===== src/rtl/hazard_sequencer_pkg.sv =====
// Shared types for the hazard sequencer slice.
// REG_WIDTH : architectural register index width (32 registers).
// SbSlot    : one scoreboard entry {valid, writes, dest}.
// HazState  : sequencer control states.
// slot_hit  : does a used, non-zero source read the register a slot is producing?
package hazard_sequencer_pkg;

  localparam int unsigned REG_WIDTH = 5;

  typedef struct packed {
    logic                 valid;
    logic                 writes;
    logic [REG_WIDTH-1:0] dest;
  } SbSlot;

  typedef enum logic [1:0] {
    RUN    = 2'd0,
    DRAIN  = 2'd1,
    HALTED = 2'd2
  } HazState;

  // r0 is hardwired to zero, so it never carries a dependency.
  function automatic logic slot_hit(input SbSlot slot,
                                    input logic [REG_WIDTH-1:0] src,
                                    input logic used);
    return used && (src != '0) && slot.valid && slot.writes && (slot.dest == src);
  endfunction

endpackage


===== src/rtl/hazard_sequencer_scoreboard.sv =====
// In-flight destination tracker for the EX, MEM and WB slots.
// Ports:
//   clock, reset        : rising-edge clock, synchronous active-high reset
//   issue               : ID instruction enters EX this edge (else a bubble)
//   issue_writes/dest   : write flag and destination of the issuing instruction
//   src1/src1_used      : first source of the ID instruction
//   src2/src2_used      : second source of the ID instruction
//   hazard              : some used source matches a producing slot
//   ex_valid            : EX slot holds a real instruction
//   wb_valid            : WB slot holds a real instruction (retiring this edge)
//   drain_done          : after this edge only WB could be occupied -> pipeline empty next
module hazard_scoreboard
  import hazard_sequencer_pkg::*;
#(
  parameter bit WB_WRITE_THROUGH = 1'b1
) (
  input  logic                 clock,
  input  logic                 reset,
  input  logic                 issue,
  input  logic                 issue_writes,
  input  logic [REG_WIDTH-1:0] issue_dest,
  input  logic [REG_WIDTH-1:0] src1,
  input  logic                 src1_used,
  input  logic [REG_WIDTH-1:0] src2,
  input  logic                 src2_used,
  output logic                 hazard,
  output logic                 ex_valid,
  output logic                 wb_valid,
  output logic                 drain_done
);

  SbSlot ex_slot;
  SbSlot mem_slot;
  SbSlot wb_slot;
  logic  wb_cmp;

  always_ff @(posedge clock) begin
    if (reset) begin
      ex_slot  <= '0;
      mem_slot <= '0;
      wb_slot  <= '0;
    end else begin
      wb_slot  <= mem_slot;
      mem_slot <= ex_slot;
      if (issue) begin
        ex_slot <= '{valid: 1'b1, writes: issue_writes, dest: issue_dest};
      end else begin
        ex_slot <= '0;
      end
    end
  end

  // With a write-through register file the WB producer is already visible to decode.
  assign wb_cmp = ~WB_WRITE_THROUGH;

  always_comb begin
    hazard = slot_hit(ex_slot,  src1, src1_used) |
             slot_hit(mem_slot, src1, src1_used) |
             (wb_cmp & slot_hit(wb_slot, src1, src1_used)) |
             slot_hit(ex_slot,  src2, src2_used) |
             slot_hit(mem_slot, src2, src2_used) |
             (wb_cmp & slot_hit(wb_slot, src2, src2_used));
  end

  assign ex_valid = ex_slot.valid;
  assign wb_valid = wb_slot.valid;
  // No issue happens while draining, so once EX and MEM are empty the next edge empties all slots.
  assign drain_done = ~ex_slot.valid & ~mem_slot.valid;

endmodule


===== src/rtl/hazard_sequencer.sv =====
// Pipeline control for the non-forwarding MIPS-lite pipeline.
// Stalls IF/ID on RAW hazards, flushes IF/ID on taken branches, drains on HALT
// and keeps performance counters.
// Ports:
//   clock, reset              : rising-edge clock, synchronous active-high reset
//   id_*                      : decode-stage instruction description
//   ex_is_taken               : taken branch/jump resolved in EX this cycle
//   stall_if_id               : hold PC and IF/ID
//   bubble_ex                 : load a NOP into ID/EX
//   flush_if_id               : clear IF/ID
//   halted                    : pipeline drained after HALT (registered)
//   stall/flush/retired_count : wrapping performance counters (registered)
// REG_WIDTH must equal hazard_sequencer_pkg::REG_WIDTH (scoreboard slot width).
module hazard_sequencer #(
  parameter int unsigned REG_WIDTH        = 5,
  parameter int unsigned CNT_WIDTH        = 32,
  parameter bit          WB_WRITE_THROUGH = 1'b1
) (
  input  logic                 clock,
  input  logic                 reset,
  input  logic                 id_valid,
  input  logic [REG_WIDTH-1:0] id_src1,
  input  logic                 id_src1_used,
  input  logic [REG_WIDTH-1:0] id_src2,
  input  logic                 id_src2_used,
  input  logic [REG_WIDTH-1:0] id_dest,
  input  logic                 id_writes,
  input  logic                 id_halt,
  input  logic                 ex_is_taken,
  output logic                 stall_if_id,
  output logic                 bubble_ex,
  output logic                 flush_if_id,
  output logic                 halted,
  output logic [CNT_WIDTH-1:0] stall_count,
  output logic [CNT_WIDTH-1:0] flush_count,
  output logic [CNT_WIDTH-1:0] retired_count
);

  import hazard_sequencer_pkg::HazState;
  import hazard_sequencer_pkg::RUN;
  import hazard_sequencer_pkg::DRAIN;
  import hazard_sequencer_pkg::HALTED;

  HazState state;
  HazState state_next;

  logic sb_hazard;
  logic ex_valid;
  logic wb_valid;
  logic drain_done;
  logic in_run;
  logic taken;
  logic hazard;
  logic issue;

  hazard_scoreboard #(
    .WB_WRITE_THROUGH(WB_WRITE_THROUGH)
  ) u_scoreboard (
    .clock        (clock),
    .reset        (reset),
    .issue        (issue),
    .issue_writes (id_writes),
    .issue_dest   (id_dest),
    .src1         (id_src1),
    .src1_used    (id_src1_used),
    .src2         (id_src2),
    .src2_used    (id_src2_used),
    .hazard       (sb_hazard),
    .ex_valid     (ex_valid),
    .wb_valid     (wb_valid),
    .drain_done   (drain_done)
  );

  // A taken report against an EX bubble is stale; during DRAIN the HALT is youngest.
  always_comb begin
    in_run = (state == RUN);
    taken  = in_run & ex_is_taken & ex_valid;
    hazard = in_run & id_valid & sb_hazard;
    issue  = in_run & id_valid & ~taken & ~hazard;
  end

  always_ff @(posedge clock) begin
    if (reset) begin
      state <= RUN;
    end else begin
      state <= state_next;
    end
  end

  always_comb begin
    state_next = state;
    unique case (state)
      RUN:     if (issue && id_halt) state_next = DRAIN;
      DRAIN:   if (drain_done)       state_next = HALTED;
      HALTED:  state_next = HALTED;
      default: state_next = RUN;
    endcase
  end

  always_comb begin
    stall_if_id = 1'b0;
    bubble_ex   = 1'b0;
    flush_if_id = 1'b0;
    unique case (state)
      RUN: begin
        if (taken) begin
          flush_if_id = 1'b1;
          bubble_ex   = 1'b1;
        end else if (hazard) begin
          stall_if_id = 1'b1;
          bubble_ex   = 1'b1;
        end
      end
      DRAIN, HALTED: begin
        stall_if_id = 1'b1;
        bubble_ex   = 1'b1;
      end
      default: ;
    endcase
  end

  always_ff @(posedge clock) begin
    if (reset) begin
      halted        <= 1'b0;
      stall_count   <= '0;
      flush_count   <= '0;
      retired_count <= '0;
    end else begin
      halted        <= (state_next == HALTED);
      stall_count   <= stall_count   + CNT_WIDTH'(hazard & ~taken);
      flush_count   <= flush_count   + CNT_WIDTH'(taken);
      retired_count <= retired_count + CNT_WIDTH'(wb_valid);
    end
  end

endmodule

===== config.mk =====
export PLATFORM = sky130hd
export DESIGN_NAME = hazard_sequencer
export DESIGN_NICKNAME = d
export VERILOG_FILES = /design/src/rtl/hazard_sequencer_pkg.sv /design/src/rtl/hazard_sequencer_scoreboard.sv /design/src/rtl/hazard_sequencer.sv
export SDC_FILE = /design/constraint.sdc
export NUM_CORES = 1
export LEC_CHECK = 0
export ABC_AREA = 1
export CORE_MARGIN = 2
export CORE_UTILIZATION = 51
export DETAILED_ROUTE_END_ITERATION = 8
export PLACE_DENSITY = 0.89
export SLEW_MARGIN = 10
export SYNTH_ARGS = -nofsm -noshare
export SYNTH_HDL_FRONTEND = slang
export SYNTH_SLANG_ARGS = --single-unit

===== constraint.sdc =====
create_clock -name clock -period 3.4 [get_ports clock]
set_input_delay 0.51 -clock clock [delete_from_list [all_inputs] [get_ports clock]]
set_output_delay 0.51 -clock clock [all_outputs]
set_load 0.005 [all_outputs]

==> results of run 1 <==
==> worst max-delay path, delay by kind of cell <==
kind | cells | cell delay, ps
buffers and inverters | 4 | 1150
AND/OR/NAND/NOR | 10 | 940
==> cell families after synthesis <==
group           share of synthesized area
fa+ha+maj                          0.0220
compound gates                      0.124
buf+inv                            0.0941
flops                               0.401
simple gates                        0.340
xor+xnor                           0.0185
==> how the worst min path moves through the flow <==
stage,cells after the start,start,end,slack (ps)
global route,1,stall_count[31]$_SDFF_PP0_,stall_count[31]$_SDFF_PP0_,460
CTS,1,stall_count[31]$_SDFF_PP0_,stall_count[31]$_SDFF_PP0_,450
finish,1,stall_count[31]$_SDFF_PP0_,stall_count[31]$_SDFF_PP0_,460
detailed placement,2,u_scoreboard.ex_slot[5]$_SDFF_PP0_,u_scoreboard.mem_slot[5]$_SDFF_PP0_,430
global placement,2,u_scoreboard.ex_slot[5]$_SDFF_PP0_,u_scoreboard.mem_slot[5]$_SDFF_PP0_,430
floorplan,2,u_scoreboard.ex_slot[5]$_SDFF_PP0_,u_scoreboard.mem_slot[5]$_SDFF_PP0_,400
==> per-stage QoR <==
step	hold slack [ps]	cells	util	setup TNS [ps]	total power, mW
detailed placement	433	1072	0.653	-138	1.76
CTS	453	1101	0.699	0	3.30
global placement	433	1072	0.653	0	1.75
finish	458	1101	0.699	0	3.27
floorplan	403	816	-	0	1.61
global route	464	1101	0.699	0	3.42
==> cells in the mapped netlist, types with 2 or more instances <==
| cell | number |
|---|---|
| dfxtp_1 | 114 |
| nand3_1 | 29 |
| xor2_1 | 12 |
| o21ai_1 | 4 |
| and3_1 | 2 |
| a21oi_1 | 60 |
| a31oi_1 | 3 |
| nand2_2 | 8 |
| nand2_4 | 2 |
| nand3_2 | 4 |
| buf_2 | 2 |
| a211oi_1 | 4 |
| nand4_1 | 17 |
| nand2_1 | 162 |
| nor3_2 | 4 |
| nor2_1 | 106 |
| nor2_2 | 14 |
| inv_2 | 4 |
| o21a_1 | 13 |
| nor2_4 | 6 |
| ha_1 | 10 |
| o31ai_1 | 2 |
| clkbuf_1 | 9 |
| nor3b_1 | 4 |
| or2_0 | 2 |
| or2_2 | 3 |
| inv_1 | 126 |
| o21ai_0 | 40 |
| nor4_1 | 3 |
| nor3_1 | 37 |
==> sequential cells by signal, summed over array words and instances, names as in the netlist <==
name	count
halted	1
stall_count	32
flush_count	32
u_scoreboard.wb_valid	1
state	2
retired_count	32
u_scoreboard.mem_slot	7
u_scoreboard.ex_valid	1
u_scoreboard.ex_slot	6
==> where the power goes <==
part | switching [mW] | total [mW] | internal, mW
clock network | 0.569 | 1.53 | 0.962
registers | 0.0353 | 1.41 | 1.38
logic | 0.178 | 0.328 | 0.150
total | 0.782 | 3.27 | 2.49
==> area by class of cell <==
type / instances / area (µm²) / share of cell area
well taps: 140 / 175 / 0.0231
multi-input cells: 560 / 2870 / 0.379
inverters: 131 / 492 / 0.0649
clock buffers: 21 / 439 / 0.0579
clock inverters: 8 / 65.1 / 0.00858
flip-flops and latches: 114 / 2280 / 0.301
repair buffers: 127 / 1250 / 0.165
==> layer usage <==
layer	wire, µm	share of wire
met5	0	0
met4	153	0.011
met3	676	0.048
met2	6860	0.49
met1	6400	0.45
==> layout by cell type, fill, tap and decap left out, types with 5 or more instances in the layout <==
cell type,instances
buf_4,5
o21a_1,13
nor2_2,14
a21oi_1,60
ha_1,10
dfxtp_1,114
clkinv_2,7
inv_1,126
o21ai_0,40
nor2_1,106
xor2_1,12
clkbuf_16,16
nand2_1,162
nand4_1,17
nand3_1,29
nand2_2,8
clkdlybuf4s50_1,121
nor2_4,6
nor3_1,37
==> impl_metrics.py, run 1 <==
metrics = {
    "synthesis": {
        "synth-seq-cells": 114,
        "synth_edf_count": 0,
        "synthArstFlopShare": 0,
        "yosysTopAreaCell": "dfxtp_1",
        "synthesis.nets": 849,
        "synthCells": 816,
        "ys_warn_count": 0,
        "ys_seq_area_frac": 0.401,
        "synth_area_per_cell_um2": 6.97,
        "synthFlopType": "dfxtp_1",
        "synth.area.top_cells": "dfxtp_1 40%, nand2_1 11%, inv_1 8.3%",
        "syn_area_um2": 5690,
        "synth_top_area_frac": 0.401,
        "yosysUniqueCellTypes": 40,
    },
    "setup_path": {
        "r2r_start": "u_scoreboard.ex_valid$_SDFF_PP0_",
        "cp-startpoint": "id_src2[3]",
        "ff2ff_path_depth": 21,
        "rrSetupSlack_ps": 480,
        "cpPeakStageDelay_ps": 510,
        "cp_max_fo": 3,
        "required_ps": 2890,
        "r2r_end": "stall_count[30]$_SDFF_PP0_",
        "crit_chain": "clkdlybuf4s50_1 > inv_1 > nand2_1 > nand2_1 > nor2_1 > nand3_1 > nand2_1 > nand2_1 > nand2_1 > inv_1 > nor3_1 > nor2_1 > nor2_1 > clkdlybuf4s50_1",
        "slowest_stage": "clkdlybuf4s50_1",
        "cp_data_arrival_time_ps": 2590,
        "crit_path_end_kind": "primary output",
        "criticalPathCategory": "primary input to primary output",
        "endpoint": "stall_if_id",
        "crit_top_cell": "nand2_1",
        "start_kind": "primary input",
    },
    "drt": {
        "totalWireLength_mm": 14.1,
        "dr.pass1.iters": 5,
        "ant_nets": 0,
        "vias": 5624,
        "routedWlPerCell_um": 12.8,
        "dr.first_iter.drc_count": 314,
        "route.detailed.vias_per_inst": 5.11,
        "remaining_drc_errors": 0,
    },
    "clock_network": {
        "post_cts_resized": 0,
        "cts_root_buf": "clkbuf_8",
        "clkLatencyLatePin_ps": 500,
        "cts_buffer_depth": 2,
        "cts.clk_slew.worst_paths_ps": 50,
        "ctsHoldBuffers": 0,
        "post-cts-setup-buffers": 0,
        "cts_made_buffers": 17,
        "cts_sinks": 114,
        "cts_tree": "yes",
        "htreeDepth": 4,
    },
    "global_route": {
        "grt_pass1_wl_mm": 24.0,
        "grtUsageMet2": 0.429,
        "met3_usage": 0.0510,
        "grt-ovfl-total": 0,
        "grt_pass1_vias": 5330,
        "grt_max_degree": 61,
        "met1_usage": 0.310,
        "grt_antenna_before_repair": 0,
        "grt_usage": 0.251,
        "top_usage_layer": "met2",
    },
    "power_and_ir_drop": {
        "ir_drop_mv": 0.308,
        "p_per_area_nw_per_um2": 432,
        "p_leak_nw": 2.92,
    },
    "timing": {
        "slew_headroom": 0.556,
        "fin_crit_ps": 3100,
        "worst_slew_pin_slew_ps": 666,
        "hold_viol": 0,
        "setup_ws_ps": 302,
        "rsz0062_at_grt": "no",
        "clock.fmax_mhz": 323,
        "finalCritPeriodShare": 0.911,
        "clock_skew_ps": 6.94,
        "slew_violations": 0,
        "setup_viol": 0,
    },
    "die": {
        "pin_count": 123,
        "die_w_um": 110,
        "core_um2": 10800,
        "std_cell_rows": 38,
        "fp.dieArea_um2": 12000,
        "die_h_um": 110,
        "start_util": 0.525,
    },
    "placed_design": {
        "gp_congestion": 0.891,
        "port_buffers": 122,
        "pre_cts_slack_ps": -95.3,
        "place_area_um2": 7080,
        "dp_hpwl_mm": 10.1,
    },
    "layout": {
        "design_area_um2": 7580,
        "area_delta_synth_final_pct": 33.2,
        "final_nets": 984,
        "layout-drive-gt1-share": 0.0884,
        "nFillCells": 910,
        "n_antenna_cell": 0,
    },
    "run_status": {
        "status": "finished, final reports clean",
    },
    "flow_run": {
        "cap_violations": 0,
    },
    "min_path": {
        "hold_class": "register to register",
    },
}
(Power assumes the default switching activity.)
==> inputs of run 2 (changes only) <==
Settings changed: HOLD_SLACK_MARGIN set to 0.05.
==> results of run 2 <==
No change in the layout: final DEF, timing and power equal those of run 1.
==> inputs of run 3 (changes only) <==
--- a/config.mk
+++ b/config.mk
@@ -12,4 +12,5 @@
 export HOLD_SLACK_MARGIN = 0.05
 export PLACE_DENSITY = 0.89
+export REMOVE_ABC_BUFFERS = 1
 export SLEW_MARGIN = 10
 export SYNTH_ARGS = -nofsm -noshare
==> constraint.sdc (replaced) <==
create_clock -name clock -period 3.4 [get_ports clock]
set_input_delay 1.02 -clock clock [delete_from_list [all_inputs] [get_ports clock]]
set_output_delay 1.02 -clock clock [all_outputs]
set_load 0.005 [all_outputs]
==> run 3 against run 2 <==
Non-clock buffer count is 22 higher. Largest power group unchanged. Largest cell class unchanged. Sequential share of layout area is 1.1 points lower. Critical path depth is 4 lower. Clock skew is 1.6 ps higher. Global-route usage is 0.41 points lower. Clock power is 24% higher.
==> impl_metrics.py, run 3 (synthesis gave the netlist of run 1 again) <==
metrics = {
    "global_route": {
        "grt_pass1_vias": 5359,
        "grt_usage": 0.246,
        "grt_antenna_before_repair": 0,
        "grt_max_degree": 61,
        "grt_pass1_wl_mm": 23.4,
        "grt-ovfl-total": 0,
    },
    "layout": {
        "area_delta_synth_final_pct": 38.2,
        "final_cell_mix": "158 x nand2_1, 118 x inv_1, 114 x dfxtp_1",
        "nFillCells": 860,
        "fin_cells": 1126,
        "final_common_cell": "nand2_1",
        "multi_input_area_um2": 2910,
        "top_regs": "flush_count: 32 flops, retired_count: 32 flops, stall_count: 32 flops",
        "seqCellArea_um2": 2280,
        "finish.utilization": 0.725,
        "n_antenna_cell": 0,
        "layout-drive-gt1-share": 0.141,
        "final_nets": 1006,
    },
    "setup_path": {
        "start_kind": "primary input",
        "cp_data_arrival_time_ps": 2270,
        "cp_max_fo": 3,
        "required_ps": 2380,
        "criticalPathCategory": "primary input to primary output",
        "crit_path_end_kind": "primary output",
    },
    "placed_design": {
        "gp_congestion": 0.926,
        "port_buffers": 122,
        "dp_cells": 1094,
        "dp_hpwl_mm": 10.2,
    },
    "power_and_ir_drop": {
        "finalPower_mw": 3.62,
        "ir_drop_mv": 0.432,
        "p_per_area_nw_per_um2": 461,
        "swShare": 0.225,
        "p_switching_mw": 0.813,
        "p_clk_frac": 0.522,
        "p_int_mw": 2.81,
        "p_comb_frac": 0.087,
        "p_leak_nw": 3.07,
        "p_seq_frac": 0.391,
    },
    "clock_network": {
        "ctsHoldBuffers": 0,
        "cts.clk_slew.worst_paths_ps": 50,
        "post-cts-setup-buffers": 0,
        "cts_made_buffers": 17,
        "cts_root_buf": "clkbuf_8",
        "cts_tree": "yes",
        "cts_buffer_depth": 2,
        "htreeDepth": 4,
        "cts_sinks": 114,
        "clkLatencyLatePin_ps": 500,
    },
    "timing": {
        "finalCritPeriodShare": 0.967,
        "clock_skew_ps": 8.53,
        "rsz0062_at_grt": "no",
        "worst_slew_pin_slew_ps": 681,
        "fin_crit_ps": 3290,
        "timing.hold.ws_ps": 434,
        "slew_violations": 0,
        "hold_viol": 0,
        "fin_setup_tns_ps": 0,
        "slew_headroom": 0.546,
        "setup_viol": 0,
        "clock.fmax_mhz": 304,
    },
    "drt": {
        "vias": 5875,
        "remaining_drc_errors": 0,
        "dr.first_iter.drc_count": 367,
        "ant_nets": 0,
        "dr.pass1.iters": 5,
        "totalWireLength_mm": 14.5,
        "route.detailed.vias_per_inst": 5.22,
        "routedWlPerCell_um": 12.9,
    },
    "die": {
        "pin_count": 123,
        "start_util": 0.525,
        "std_cell_rows": 38,
        "die_w_um": 110,
        "die_h_um": 110,
        "fp.dieArea_um2": 12000,
        "core_um2": 10800,
    },
    "min_path": {
        "hold_class": "register to register",
    },
    "run_status": {
        "status": "finished, final reports clean",
    },
    "flow_run": {
        "cap_violations": 0,
    },
}
run 3: cell count changes in the layout (fill, tap and decap cells not counted), sizes merged:
| cell | previous run | this run |
|---|---|---|
| clkbuf | 21 | 27 |
| clkinvlp | 0 | 1 |
| clkinv | 8 | 6 |
| clkdlybuf4s50 | 121 | 109 |
| bufinv | 1 | 5 |
| clkdlybuf4s15 | 0 | 2 |
| buf | 6 | 32 |
run 3: repair_timing:
item                       CTS  global route
pin swaps                    5            16
setup endpoints to repair   12            11
resized for setup           35            25
run 3: worst paths after layout:
path              cells after the start                                  end  slack [ps]                               start
setup / recovery                     10                            bubble_ex         110                          id_src1[1]
setup reg to reg                     21           stall_count[29]$_SDFF_PP0_         510    u_scoreboard.ex_valid$_SDFF_PP0_
hold reg to reg                       2  u_scoreboard.mem_slot[5]$_SDFF_PP0_         430  u_scoreboard.ex_slot[5]$_SDFF_PP0_
hold / removal                        2  u_scoreboard.mem_slot[5]$_SDFF_PP0_         430  u_scoreboard.ex_slot[5]$_SDFF_PP0_
run 3: per-stage QoR:
stage / worst slack (ps) / instance area (µm²)
after CTS: 16.1 / 7880
after global placement: -649 / 7240
after floorplan: 255 / 5650
after detailed placement: -670 / 7240
final: 111 / 7860
after global routing: 6.32 / 7860
run 3: routing by layer:
metal  up-vias  wire, µm  GRT usage  share of wire
met3        25       812     0.0551          0.056
li1       2940         -          -              -
met2       199      7250      0.431           0.50
met1      2711      6170      0.293           0.43
met4         0       235     0.0940          0.016
met5         -         0          0              0
run 3: worst max-delay path: stages:
cell             delay, ps
clkdlybuf4s15_2        210
or2_2                  310
o21ai_2                130
inv_1                   60
nand2_2                 80
nand2_2                 60
buf_4                  130
nand3_1                 60
a31oi_1                 80
buf_2                  130
run 3: final cells by class:
type,count,area share
inverter,131,0.0625
timing repair buffer,149,0.174
tap,140,0.0223
clock buffer,21,0.0571
clock inverter,11,0.0232
sequential,114,0.290
multi-input combinational,560,0.370
run 3: power by group through the flow:
stage               sequential [mW]  combinational, mW  clock (mW)
floorplan                      1.43              0.175           0
global placement               1.44              0.319           0
detailed placement             1.44              0.326           0
CTS                            1.41              0.322        1.92
global route                   1.42              0.360        1.99
finish                         1.41              0.317        1.89
